[src/rtl/uart_rx_char.sv]
// uart_rx_char: 8N1 UART receiver feeding the display character register.
// Holds the last correctly framed byte on char_out. char_valid pulses for one
// clock when a new byte lands. frame_err pulses for one clock when the stop bit
// is sampled low. A held-low line (break) is absorbed in WAIT_HI rather than
// being decoded as a stream of 0x00 frames.
module uart_rx_char #(
  parameter int unsigned CLK_FREQ = 50_000_000,
  parameter int unsigned BAUD     = 9600
) (
  input  logic       clk,
  input  logic       rst,
  input  logic       rx,
  output logic [7:0] char_out,
  output logic       char_valid,
  output logic       frame_err,
  output logic       busy
);

  localparam int unsigned CPB  = CLK_FREQ / BAUD;
  localparam int unsigned HALF = CPB / 2;
  localparam int unsigned CW   = (CPB > 1) ? $clog2(CPB) : 1;

  localparam logic [CW-1:0] HALF_M1 = CW'(HALF - 1);
  localparam logic [CW-1:0] CPB_M1  = CW'(CPB - 1);
  localparam logic [7:0]    IDLE_CHAR = 8'h20;

  // Too few clocks per bit leaves no room for mid-bit sampling.
  if (CPB < 8) begin : g_cpb_check
    $error("uart_rx_char: CLK_FREQ/BAUD must be at least 8");
  end

  typedef enum logic [2:0] {
    IDLE,
    START,
    DATA,
    STOP,
    WAIT_HI
  } state_t;

  state_t        state;
  state_t        state_n;
  logic [1:0]    sync;
  logic          rx_s;
  logic [CW-1:0] cnt;
  logic [CW-1:0] cnt_n;
  logic [2:0]    bit_idx;
  logic [2:0]    bit_idx_n;
  logic [7:0]    shreg;
  logic [7:0]    shreg_n;
  logic [7:0]    char_n;
  logic          valid_n;
  logic          err_n;

  assign rx_s = sync[1];

  // State, datapath and registered strobes; reset aborts any frame in flight.
  always_ff @(posedge clk) begin
    if (rst) begin
      state      <= IDLE;
      sync       <= '1;
      cnt        <= '0;
      bit_idx    <= '0;
      shreg      <= '0;
      char_out   <= IDLE_CHAR;
      char_valid <= 1'b0;
      frame_err  <= 1'b0;
    end else begin
      state      <= state_n;
      sync       <= {sync[0], rx};
      cnt        <= cnt_n;
      bit_idx    <= bit_idx_n;
      shreg      <= shreg_n;
      char_out   <= char_n;
      char_valid <= valid_n;
      frame_err  <= err_n;
    end
  end

  // Next-state and next-datapath decode, all decisions on the synchronised rx_s.
  always_comb begin
    state_n   = state;
    cnt_n     = cnt;
    bit_idx_n = bit_idx;
    shreg_n   = shreg;
    char_n    = char_out;
    valid_n   = 1'b0;
    err_n     = 1'b0;
    case (state)
      IDLE: begin
        cnt_n = '0;
        if (!rx_s) begin
          state_n = START;
        end
      end
      START: begin
        if (cnt == HALF_M1) begin
          cnt_n = '0;
          if (!rx_s) begin
            state_n   = DATA;
            bit_idx_n = '0;
          end else begin
            state_n = IDLE;
          end
        end else begin
          cnt_n = cnt + CW'(1);
        end
      end
      DATA: begin
        if (cnt == CPB_M1) begin
          cnt_n            = '0;
          shreg_n[bit_idx] = rx_s;
          if (bit_idx == 3'd7) begin
            state_n = STOP;
          end else begin
            bit_idx_n = bit_idx + 3'd1;
          end
        end else begin
          cnt_n = cnt + CW'(1);
        end
      end
      STOP: begin
        if (cnt == CPB_M1) begin
          cnt_n = '0;
          if (rx_s) begin
            char_n  = shreg;
            valid_n = 1'b1;
            state_n = IDLE;
          end else begin
            err_n   = 1'b1;
            state_n = WAIT_HI;
          end
        end else begin
          cnt_n = cnt + CW'(1);
        end
      end
      WAIT_HI: begin
        cnt_n = '0;
        if (rx_s) begin
          state_n = IDLE;
        end
      end
      default: begin
        state_n = IDLE;
        cnt_n   = '0;
      end
    endcase
  end

  // Status output decode.
  always_comb begin
    busy = (state != IDLE);
  end

endmodule

[config.mk]
export PLATFORM = sky130hd
export DESIGN_NAME = uart_rx_char
export DESIGN_NICKNAME = d
export VERILOG_FILES = /design/src/rtl/uart_rx_char.sv
export SDC_FILE = /design/constraint.sdc
export NUM_CORES = 1
export LEC_CHECK = 0
export CAP_MARGIN = 20
export CORE_MARGIN = 3
export CORE_UTILIZATION = 55
export DETAILED_ROUTE_END_ITERATION = 10
export PLACE_DENSITY_LB_ADDON = 0.12
export SETUP_SLACK_MARGIN = 0.15
export SLEW_MARGIN = 20
export SYNTH_ARGS = -nofsm -noshare
export SYNTH_HDL_FRONTEND = slang
export SYNTH_SLANG_ARGS = --single-unit
[constraint.sdc]
create_clock -name clk -period 4.05 [get_ports clk]
set_clock_uncertainty 0.15 [all_clocks]
set_input_delay 0.81 -clock clk [delete_from_list [all_inputs] [get_ports clk]]
set_output_delay 0.81 -clock clk [all_outputs]
set_load 0.03 [all_outputs]
==> results_dict.tcl, run 1 <==
set metrics [dict create \
    status "completed" \
    min_period_ns 2.77 \
    synth_top_family_by_area "simple AND/OR/NAND/NOR gates" \
    clk_pin_slew_ns 0.12 \
    utilization_pct 64.2 \
    min_from "sync[0]" \
    row_count 20 \
    areaGrowthSynthToFinish_pct 9.72 \
    crit_path_max_incr_delay_ns 0.60 \
    synth-adder-area-share_pct 2.08 \
    worst_pin_slew_ns 0.542 \
    muxShareOfSynthArea_pct 10.3 \
    drt_iter0_markers 65 \
    h-tree-depth 2 \
    antenna_found_initial 0 \
    async_flop_share_pct 0 \
    yosys_warnings 0 \
    syn_avg_cell_area_sq_um 9.38 \
    numCtsBuffers 5 \
    hold_depth 1 \
    rr_worst_depth 5 \
    min_period_over_period_pct 68.3 \
    cts_root_buf "clkbuf_4" \
    synth_edf_count 0 \
    routabilityCongestion 0.839 \
    max_cap_violations 0 \
    grt_pass1_wl_mm 5.59 \
    vias 1315 \
    max_slew_margin_pct 63.9 \
    grt_max_degree 29 \
    reg2reg_to "char_out[5]" \
    place.port_buffers 13 \
    start_util_pct 58.5 \
    drc_errors 0 \
    synth_compound_area_share_pct 4.51 \
    setup_tns_ns 0 \
    core-area_sq_um 3080 \
    worstPathMaxFanout 10 \
    cts_resized 0 \
    whs_ns 0.289 \
    syn_area_sq_um 1800 \
    reg2reg_slack_ns 1.73 \
    drt-vias-per-instance 5.32 \
    required_ns 3.09 \
    ys_types 43 \
    grt_pass1_vias 1191 \
    hold_viol 0 \
    antenna_cells 0 \
    die-area_sq_um 4000 \
    chipHeight_um 63.2 \
    final-seq-area_sq_um 781 \
    grt_usage_pct 17.5 \
    power_density_nw_per_um2 301 \
    layout.cells.non_filler 247 \
    setup_viol 0 \
    holdPathEnd "sync[1]" \
    worst_setup_path_start_kind "register" \
    post_cts_buffers 0 \
    multiInputGateArea_sq_um 938 \
    rsz0062_at_grt "no" \
    num_io_pins 14 \
    routed_wl_mm 3.15 \
    irDropWorstVdd_mv 0.201 \
    hold_path_class "register to register" \
    drtAntennaViolNets 0 \
    crit_path_end_kind "output port" \
    globalRouteOverflowTotal 0 \
    synth-simple-area-share_pct 29.9 \
    dp.cells 239 \
    synth_fp_nets 198 \
    p_leak_uw 0.000741 \
    final_cell_mix "39 x nor2_1, 39 x dfxtp_1, 17 x mux2i_1" \
    drive_above_1_share_pct 9.36 \
    path_class "register to output port" \
    crit_path_start "state[0]" \
    nNetsFinal 208 \
    dpl.hpwl_mm 2.15 \
    critPathArrivalTime_ns 1.81 \
    cp_cell_sequence "or3_1, clkdlybuf4s50_1" \
    seq_area_frac_synth_pct 43.3 \
    holdBufCountCts 0 \
    drv_slew 0 \
    drtPass1Iterations 4 \
    fill_cells 277 \
    synth_xor_area_share_pct 5.35 \
    die_x_um 63.2 \
    synthCells 192 \
    synth-seq-cells 39 \
    clkLatencyLatePin_ns 0.35 \
    clk_path_buf_depth 2 \
    cts_tree "done" \
    fmax_mhz 361 \
    critPathSlowestCell "clkdlybuf4s50_1" \
    ys.flop_type "dfxtp_1" \
    p_total_uw 595 \
    cts.sinks 39 \
    r2r-start "cnt[0]" \
    wire_per_inst_um 12.8 \
]
[synthesized netlist by cell type, types with 4 or more instances]
| cell type | count | area (sq um) |
|---|---|---|
| clkbuf_1 | 4 | 15.0 |
| nand2b_1 | 6 | 37.5 |
| a21oi_1 | 5 | 25.0 |
| nand3_1 | 10 | 50.1 |
| mux2i_1 | 17 | 170 |
| nor2_1 | 39 | 146 |
| nand4_1 | 4 | 25.0 |
| nand2_1 | 9 | 33.8 |
| xor2_1 | 6 | 52.6 |
| nor3_1 | 4 | 20.0 |
| dfxtp_1 | 39 | 781 |
| xnor2_1 | 5 | 43.8 |
[where the power goes]
group / switching [uW] / internal [uW]
clock: 127 / 67.0
combinational: 7.55 / 6.32
sequential: 2.45 / 385
[logic make-up (layout without fill, tap and decap cells)]
logic type               count (synthesis)  count (layout)
multiplexers                            18              18
flip-flops                              39              39
adder cells (fa/ha/maj)                  3               3
buffers and inverters                   14              25
XOR/XNOR                                11              11
AND/OR/NAND/NOR                         96              96
AO/OA/AOI/OAI                           11              11
[sequential cells by signal, summed over array words and instances (netlist names)]
name / count
shreg: 8
sync: 2
cnt: 13
bit_idx: 3
frame_err: 1
char_out: 8
state: 3
char_valid: 1
[layout make-up]
| class | instances | share of cell area (%) |
|---|---|---|
| Clock buffer | 6 | 2.09 |
| Clock inverter | 2 | 0.633 |
| Sequential cell | 39 | 39.5 |
| Inverter | 3 | 0.570 |
| Tap cell | 44 | 2.78 |
| Multi-Input combinational cell | 139 | 47.5 |
| Timing Repair Buffer | 14 | 6.96 |
[per-stage QoR]
step / area, sq um / setup WS (ns)
global placement: 1920 / 1.65
CTS: 1980 / 1.27
global route: 1980 / 1.19
detailed placement: 1920 / 1.62
floorplan: 1800 / 2.03
finish: 1980 / 1.28
[worst max-delay path by stage]
stage,endpoint
after global routing,busy
final,busy
after global placement,cnt[12]
after detailed placement,cnt[11]
after CTS,busy
after floorplan,state[1]
[worst max-delay path, delay by kind of cell, from the launching register on]
| kind | cells | cell delay (ns) |
|---|---|---|
| DFF | 1 | 0.45 |
| buffers and inverters | 1 | 0.60 |
| and+or+nand+nor | 1 | 0.41 |
[routing by layer]
layer,vias up,global-route usage (%),share of wire [%]
li1,682,-,-
met1,613,23.4,51
met2,18,26.0,45
met3,2,5.88,3.8
met4,0,7.28,0.82
met5,-,0,0
(Power assumes the default switching activity.)
==> run 2, diff against run 1 <==
- clock period: 4.05 -> 2.7 ns (I/O delays scaled with it)
==> results_dict.tcl, run 2 (synthesis gave the netlist of run 1 again) <==
set metrics [dict create \
    cts_root_buf "clkbuf_4" \
    core-area_sq_um 3080 \
    routed_wl_mm 3.21 \
    internal_power_uw 875 \
    cts_tree "done" \
    die-area_sq_um 4000 \
    status "completed" \
    hold_depth 1 \
    max_slew_margin_pct 66.9 \
    max_cap_violations 0 \
    row_count 20 \
    post_cts_buffers 0 \
    multiInputGateArea_sq_um 938 \
    swShare_pct 18.7 \
    drt_iter0_markers 62 \
    antenna_found_initial 0 \
    globalRouteOverflowTotal 0 \
    worst_setup_path_start_kind "register" \
    path_class "register to output port" \
    worst_pin_slew_ns 0.496 \
    holdBufCountCts 0 \
    dpl.hpwl_mm 2.22 \
    layout.cells.non_filler 247 \
    hold_path_class "register to register" \
    crit_path_start "state[0]" \
    min_from "sync[0]" \
    grt_pass1_wl_mm 5.72 \
    largestRegisters "cnt (13), char_out (8), shreg (8)" \
    grt_max_degree 28 \
    min_period_ns 2.48 \
    setup_viol 0 \
    power.switching_uw 202 \
    cts_resized 0 \
    min_period_over_period_pct 92.0 \
    grt_pass1_vias 1245 \
    drtAntennaViolNets 0 \
    vias 1322 \
    drt-vias-per-instance 5.35 \
    cts.sinks 39 \
    drv_slew 0 \
    chipHeight_um 63.2 \
    utilization_pct 65.8 \
    fill_cells 264 \
    rsz0062_at_grt "no" \
    power_density_nw_per_um2 532 \
    numCtsBuffers 5 \
    nNetsFinal 208 \
    critPathArrivalTime_ns 1.79 \
    drtPass1Iterations 4 \
    place.port_buffers 13 \
    largest_reg_flops 13 \
    r2r-start "cnt[0]" \
    sequentialPowerShare_pct 53.9 \
    grt_usage_pct 18.0 \
    rr_worst_depth 5 \
    die_x_um 63.2 \
    drc_errors 0 \
    num_io_pins 14 \
    h-tree-depth 2 \
    worstPathMaxFanout 10 \
    stdcell_area_sq_um 2020 \
    setup_tns_ns 0 \
    drive_above_1_share_pct 9.36 \
    final_cell_mix "39 x nor2_1, 39 x dfxtp_1, 17 x mux2i_1" \
    regMostFlops "cnt" \
    required_ns 2.01 \
    fmax_mhz 403 \
    routabilityCongestion 0.834 \
    p_leak_uw 0.000765 \
    clk_path_buf_depth 2 \
    crit_path_end_kind "output port" \
    clk_pin_slew_ns 0.12 \
    combPwrFrac_pct 2.0 \
    clkPwrFrac_pct 44.2 \
    start_util_pct 58.5 \
    hold_viol 0 \
    placed_cell_area_sq_um 1920 \
    irDropWorstVdd_mv 0.325 \
    clkLatencyLatePin_ns 0.34 \
    final-seq-area_sq_um 781 \
    areaGrowthSynthToFinish_pct 12.4 \
    wire_per_inst_um 13.0 \
    antenna_cells 0 \
    dp.cells 239 \
]
[run 2: worst paths after layout]
check,end,slack (ns)
worst max-delay path,busy,0.22
worst min-delay path,sync[1],0.28
worst max register to register,char_out[5],0.41
worst min register to register,sync[1],0.28
[run 2: layout make-up]
class                           count  share of cell area, %
Clock inverter                      2                   2.97
Clock buffer                        6                   2.04
Timing Repair Buffer               14                   6.80
Inverter                            3                  0.556
Sequential cell                    39                   38.6
Tap cell                           44                   2.72
Multi-Input combinational cell    139                   46.4
[run 2: stage by stage]
| stage | hold slack, ns | setup WS [ns] | power (uW) |
|---|---|---|---|
| 2_1_floorplan | 0.239 | 0.681 | 609 |
| 3_3_place_gp | 0.250 | 0.466 | 614 |
| 3_5_place_dp | 0.248 | 0.396 | 615 |
| 4_1_cts | 0.284 | 0.215 | 1090 |
| 5_1_grt | 0.314 | 0.157 | 1120 |
| 6_report | 0.281 | 0.217 | 1080 |
[run 2: worst max-delay path: stages (launching register included)]
cell and delay, ns:
dfxtp_1 0.45, or3_1 0.40, clkdlybuf4s50_1 0.59
[run 2: power by group through the flow]
| stage | logic (uW) | registers (uW) | clock network, uW |
|---|---|---|---|
| after floorplan | 18.4 | 591 | 0 |
| after global placement | 20.3 | 594 | 0 |
| after detailed placement | 21.1 | 594 | 0 |
| after CTS | 21.2 | 581 | 483 |
| after global routing | 23.6 | 582 | 517 |
| final | 21.1 | 581 | 476 |
[run 2: layer usage]
layer / GRT usage (%) / vias to the layer above / routed length (um)
met1: 23.8 / 615 / 1600
met2: 27.8 / 26 / 1440
li1: - / 676 / -
met4: 5.66 / 0 / 55
met5: 0 / - / 0
met3: 6.06 / 5 / 117
